==> config.mk <==
export PLATFORM = sky130hd
export DESIGN_NAME = gate_array_pipe
export DESIGN_NICKNAME = d
export VERILOG_FILES = /design/src/rtl/gate_array_pipe_pkg.sv /design/src/rtl/gate_array_stage.sv /design/src/rtl/gate_array_pipe.sv
export SDC_FILE = /design/constraint.sdc
export NUM_CORES = 1
export LEC_CHECK = 0
export CAP_MARGIN = 20
export CORE_MARGIN = 2
export CORE_UTILIZATION = 40
export DETAILED_ROUTE_END_ITERATION = 16
export GPL_ROUTABILITY_DRIVEN = 0
export MAX_ROUTING_LAYER = met4
export PLACE_DENSITY = 0.68
export RECOVER_POWER = 100
export SLEW_MARGIN = 20
export SYNTH_ARGS = -nofsm -noshare
export SYNTH_HDL_FRONTEND = slang
export SYNTH_HIERARCHICAL = 1
export SYNTH_SLANG_ARGS = --single-unit
==> constraint.sdc <==
create_clock -name clk -period 1.4 [get_ports clk]
set_clock_uncertainty 0.05 [all_clocks]
set_input_delay 0.14 -clock clk [delete_from_list [all_inputs] [get_ports clk]]
set_output_delay 0.14 -clock clk [all_outputs]
set_load 0.02 [all_outputs]
==> src/rtl/gate_array_pipe_pkg.sv <==
// gate_array_pipe_pkg: gate mode codes, legal parameter limits and the stats counter width.
// Shared by the gate array top, its pipeline stage and the bench.
package gate_array_pipe_pkg;

  typedef enum logic [2:0] {
    GA_NAND = 3'd0,
    GA_AND  = 3'd1,
    GA_OR   = 3'd2,
    GA_NOR  = 3'd3,
    GA_XOR  = 3'd4,
    GA_XNOR = 3'd5,
    GA_BUF  = 3'd6,
    GA_INV  = 3'd7
  } ga_mode_e;

  localparam int GA_WIDTH_MIN  = 1;
  localparam int GA_WIDTH_MAX  = 64;
  localparam int GA_DELAY_MIN  = 1;
  localparam int GA_DELAY_MAX  = 16;
  localparam int GA_XFER_CNT_W = 16;

endpackage

==> src/rtl/gate_array_stage.sv <==
// gate_array_stage: one {valid,data} elastic register of the gate array pipeline.
// Latency 1 cycle; up_rdy = !dn_vld || dn_rdy, so an empty stage fills even when downstream stalls.
// Data holds while dn_vld && !dn_rdy.
module gate_array_stage #(
  parameter int WIDTH = 8
) (
  input  logic             clk,
  input  logic             rst_n,
  input  logic             up_vld,
  output logic             up_rdy,
  input  logic [WIDTH-1:0] up_dat,
  output logic             dn_vld,
  input  logic             dn_rdy,
  output logic [WIDTH-1:0] dn_dat
);

  assign up_rdy = !dn_vld || dn_rdy;

  always_ff @(posedge clk or negedge rst_n) begin
    if (!rst_n) begin
      dn_vld <= 1'b0;
      dn_dat <= '0;
    end else if (up_rdy) begin
      dn_vld <= up_vld;
      if (up_vld) dn_dat <= up_dat;
    end
  end

endmodule

==> src/rtl/gate_array_pipe.sv <==
// gate_array_pipe: WIDTH-lane gate array (mode-selected) feeding a DELAY-stage elastic pipeline.
// Latency DELAY cycles, one beat per cycle; in_ready drops only when all DELAY stages are full and stalled.
// GATE_ARRAY_STATS_EN adds xfer_cnt, a saturating 16-bit count of output transfers.
module gate_array_pipe
  import gate_array_pipe_pkg::*;
#(
  parameter int WIDTH = 8,
  parameter int DELAY = 2
) (
  input  logic             clk,
  input  logic             rst_n,
  input  logic             in_valid,
  output logic             in_ready,
  input  logic [2:0]       mode,
  input  logic [WIDTH-1:0] in1,
  input  logic [WIDTH-1:0] in2,
  output logic             out_valid,
  input  logic             out_ready,
  output logic [WIDTH-1:0] out1
`ifdef GATE_ARRAY_STATS_EN
  ,
  output logic [GA_XFER_CNT_W-1:0] xfer_cnt
`endif
);

  logic [WIDTH-1:0] gate_dat;

  // The mode is folded into the data here, so each beat carries its own function result.
  always_comb begin
    gate_dat = '0;
    case (mode)
      GA_NAND: gate_dat = ~(in1 & in2);
      GA_AND:  gate_dat = in1 & in2;
      GA_OR:   gate_dat = in1 | in2;
      GA_NOR:  gate_dat = ~(in1 | in2);
      GA_XOR:  gate_dat = in1 ^ in2;
      GA_XNOR: gate_dat = ~(in1 ^ in2);
      GA_BUF:  gate_dat = in1;
      GA_INV:  gate_dat = ~in1;
      default: gate_dat = '0;
    endcase
  end

  for (genvar k = 0; k < DELAY; k++) begin : g_stage
    logic             s_in_vld;
    logic             s_in_rdy;
    logic [WIDTH-1:0] s_in_dat;
    logic             s_out_vld;
    logic             s_dn_rdy;
    logic [WIDTH-1:0] s_out_dat;

    if (k == 0) begin : g_head
      assign s_in_vld = in_valid;
      assign s_in_dat = gate_dat;
    end else begin : g_link
      assign s_in_vld = g_stage[k-1].s_out_vld;
      assign s_in_dat = g_stage[k-1].s_out_dat;
    end

    if (k == DELAY - 1) begin : g_tail
      assign s_dn_rdy = out_ready;
    end else begin : g_next
      assign s_dn_rdy = g_stage[k+1].s_in_rdy;
    end

    gate_array_stage #(.WIDTH(WIDTH)) u_stage (
      .clk    (clk),
      .rst_n  (rst_n),
      .up_vld (s_in_vld),
      .up_rdy (s_in_rdy),
      .up_dat (s_in_dat),
      .dn_vld (s_out_vld),
      .dn_rdy (s_dn_rdy),
      .dn_dat (s_out_dat)
    );
  end

  assign in_ready  = g_stage[0].s_in_rdy;
  assign out_valid = g_stage[DELAY-1].s_out_vld;
  assign out1      = g_stage[DELAY-1].s_out_dat;

`ifdef GATE_ARRAY_STATS_EN
  always_ff @(posedge clk or negedge rst_n) begin
    if (!rst_n) begin
      xfer_cnt <= '0;
    end else if (out_valid && out_ready && (xfer_cnt != {GA_XFER_CNT_W{1'b1}})) begin
      xfer_cnt <= xfer_cnt + 1'b1;
    end
  end
`endif

endmodule
==> flow_summary.toml <==
[run_status]
outcome = "finished, final reports clean"

[synthesis]
ys_types = 11
synth_compound_area_frac = 0
synthAdderAreaFrac = 0.150
yosys.area_share.simple = 0.0599
synth-seq-area-share = 0.337
synth.cell_area_um2 = 1340
syn-num-nets = 138
synth_cells = 99
synth_top_family_by_area = "multiplexers"
synth_xor_area_frac = 0.0524
ys_warn_count = 6
ys_ff_latch = 18
yosys-mux-area-fraction = 0.314
synth.avg_cell_area_um2 = 13.5

[clock_network]
root_buffer = "clkbuf_4"
clock-sinks = 18
path_clk_slew_ns = 0.10
post_cts_buffers = 0
cts_tree = "built"
cts_buffers = 3
cts_max_path_buffers = 2
hold_buffers = 0
htree_levels = 1
insertion_delay_ns = 0.28

[finish]
final_common_cell = "dfrtp_1"
drive_gt1_frac = 0.564
area_growth_pct = 42.8
final_cell_mix = "18 x dfrtp_1, 13 x buf_2, 11 x dlygate4sd2_1, 9 x mux2_4"
antenna_cells = 0
nets = 180

[routing]
drc = 0
ant_nets = 0
via_count = 843
avgViaCountPerCell = 4.58
drt_iter0_markers = 20
wl_per_cell_um = 12.1
firstDrtPassIters = 2
routed_wl_mm = 2.22

[timing]
worst_pin_slew_ns = 0.919
rsz0062_at_grt = "false"
finalCriticalPeriod_ns = 1.40
setup_slack_ns = 0.00239
finalHoldViolations = 0
drv_slew = 0
finalSetupViolCount = 0
finalSetupTns_ns = 0
period_share = 0.998
fmax_mhz = 716
slew-limit-headroom = 0.387

[die]
die_h_um = 61.8
num_rows = 20
core_area_um2 = 3130
initial_core_util = 0.428
pin_count = 33
dieWidth_um = 61.8
die-area_um2 = 3820

[critical_path]
critPathMaxFanout = 2
crit_arrival_ns = 1.52
startpoint_type = "input port"
crit_family = "multiplexers"
crit_required_ns = 1.53
end_kind = "flip-flop"
cp_slowest_cell = "mux4_2"
criticalPathCategory = "in -> reg"
critPathBufInv = 3
cp_slowest_stage_delay_ns = 0.45
crit_chain = "clkdlybuf4s15_2 -> inv_6 -> ha_4 -> inv_2 -> mux4_2 -> xnor2_1 -> mux2_4"

[power_and_ir_drop]
vdd_ir_drop_max_mv = 0.321
p_leak_nw = 0.860
power.density_nw_per_um2 = 950

[placement]
io_buffers = 32
preCtsSetupSlack_ns = -0.773
dp_hpwl_mm = 2.00

[global_route]
grt_max_degree = 19
grt_pass1_vias = 841
grt_first_pass_wirelength_mm = 3.81
grt.overflow.total = 0
grt_util_all_layers = 0.140
antenna_found_initial = 0

[hold_path]
hold_path.class = "in -> async"

[job]
drv_cap = 0
cell type report:
class	instances	area [um2]
Clock buffer	4	36.3
Fill cell	280	1220
Inverter	24	230
Multi-Input combinational cell	54	832
Sequential cell	18	450
Tap cell	44	55.1
Timing Repair Buffer	40	305
cells by family (layout without fill, tap and decap cells):
group,count (synthesis),count (layout)
buffers and inverters,27,68
AND/OR/NAND/NOR,6,6
adder cells (fa/ha/maj),16,16
XOR/XNOR,8,8
flip-flops,18,18
multiplexers,24,24
report_power, final:
group | internal, mW | total, mW | leakage, nW | switching, mW
Clock | 0.158 | 0.307 | 0.0210 | 0.149
Sequential | 0.669 | 0.744 | 0.208 | 0.0743
Combinational | 0.403 | 0.764 | 0.630 | 0.360
Total | 1.23 | 1.81 | 0.860 | 0.584
repair_timing:
| action | 4_1_cts | 5_1_grt |
|---|---|---|
| pin swaps | 0 | 0 |
| gates resized for setup | 80 | 5 |
| endpoints found under the setup margin | 18 | 5 |
final timing paths:
| kind | startpoint | to | slack [ns] | cells past startpoint |
|---|---|---|---|---|
| worst max-delay path | in2[4] | g_stage[0].u_stage/dn_dat[4]$_DFFE_PN0P_ | 0.002 | 7 |
| worst min-delay path | rst_n | g_stage[0].u_stage/dn_dat[7]$_DFFE_PN0P_ | 0.45 | 2 |
| worst max register to register | g_stage[1].u_stage/dn_vld$_DFFE_PN0P_ | g_stage[0].u_stage/dn_dat[1]$_DFFE_PN0P_ | 0.07 | 5 |
| worst min register to register | g_stage[1].u_stage/dn_dat[6]$_DFFE_PN0P_ | g_stage[1].u_stage/dn_dat[6]$_DFFE_PN0P_ | 0.45 | 1 |
| max in group asynchronous | rst_n | g_stage[1].u_stage/dn_dat[4]$_DFFE_PN0P_ | 0.30 | 2 |
| min in group clk | g_stage[1].u_stage/dn_dat[6]$_DFFE_PN0P_ | g_stage[1].u_stage/dn_dat[6]$_DFFE_PN0P_ | 0.45 | 1 |
registers in the layout, indices dropped and copies added (netlist names):
name and count:
g_stage.u_stage/dn_dat 16, g_stage.u_stage/dn_vld 2
layer usage:
metal | vias up | track usage | share of wire
met5 | - | - | 0
met4 | 0 | 0.0547 | 0.0076
met3 | 2 | 0.0124 | 0.039
met2 | 22 | 0.245 | 0.52
met1 | 414 | 0.166 | 0.43
li1 | 405 | - | -
cell usage after synthesis, drive strengths merged:
cell type,n,share of area
inv,24,0.067
nand2,2,0.030
dfrtp,18,0.34
nand2b,4,0.030
ha,16,0.15
buf,2,0.017
mux2,16,0.18
xnor2,8,0.052
clkbuf,1,0.0028
mux4,8,0.13
stage by stage:
stage           util  hold slack [ns]  power [mW]  cells  area [um2]
2_1_floorplan      -           -0.206        1.32     99        1580
3_3_place_gp   0.643            0.442        1.68    180        2010
3_5_place_dp   0.643            0.434        1.71    180        2010
4_1_cts        0.635            0.118        1.94    184        1990
5_1_grt        0.610            0.463        1.96    184        1910
6_report       0.610            0.446        1.81    184        1910
Power figures use the tool's default switching activity.
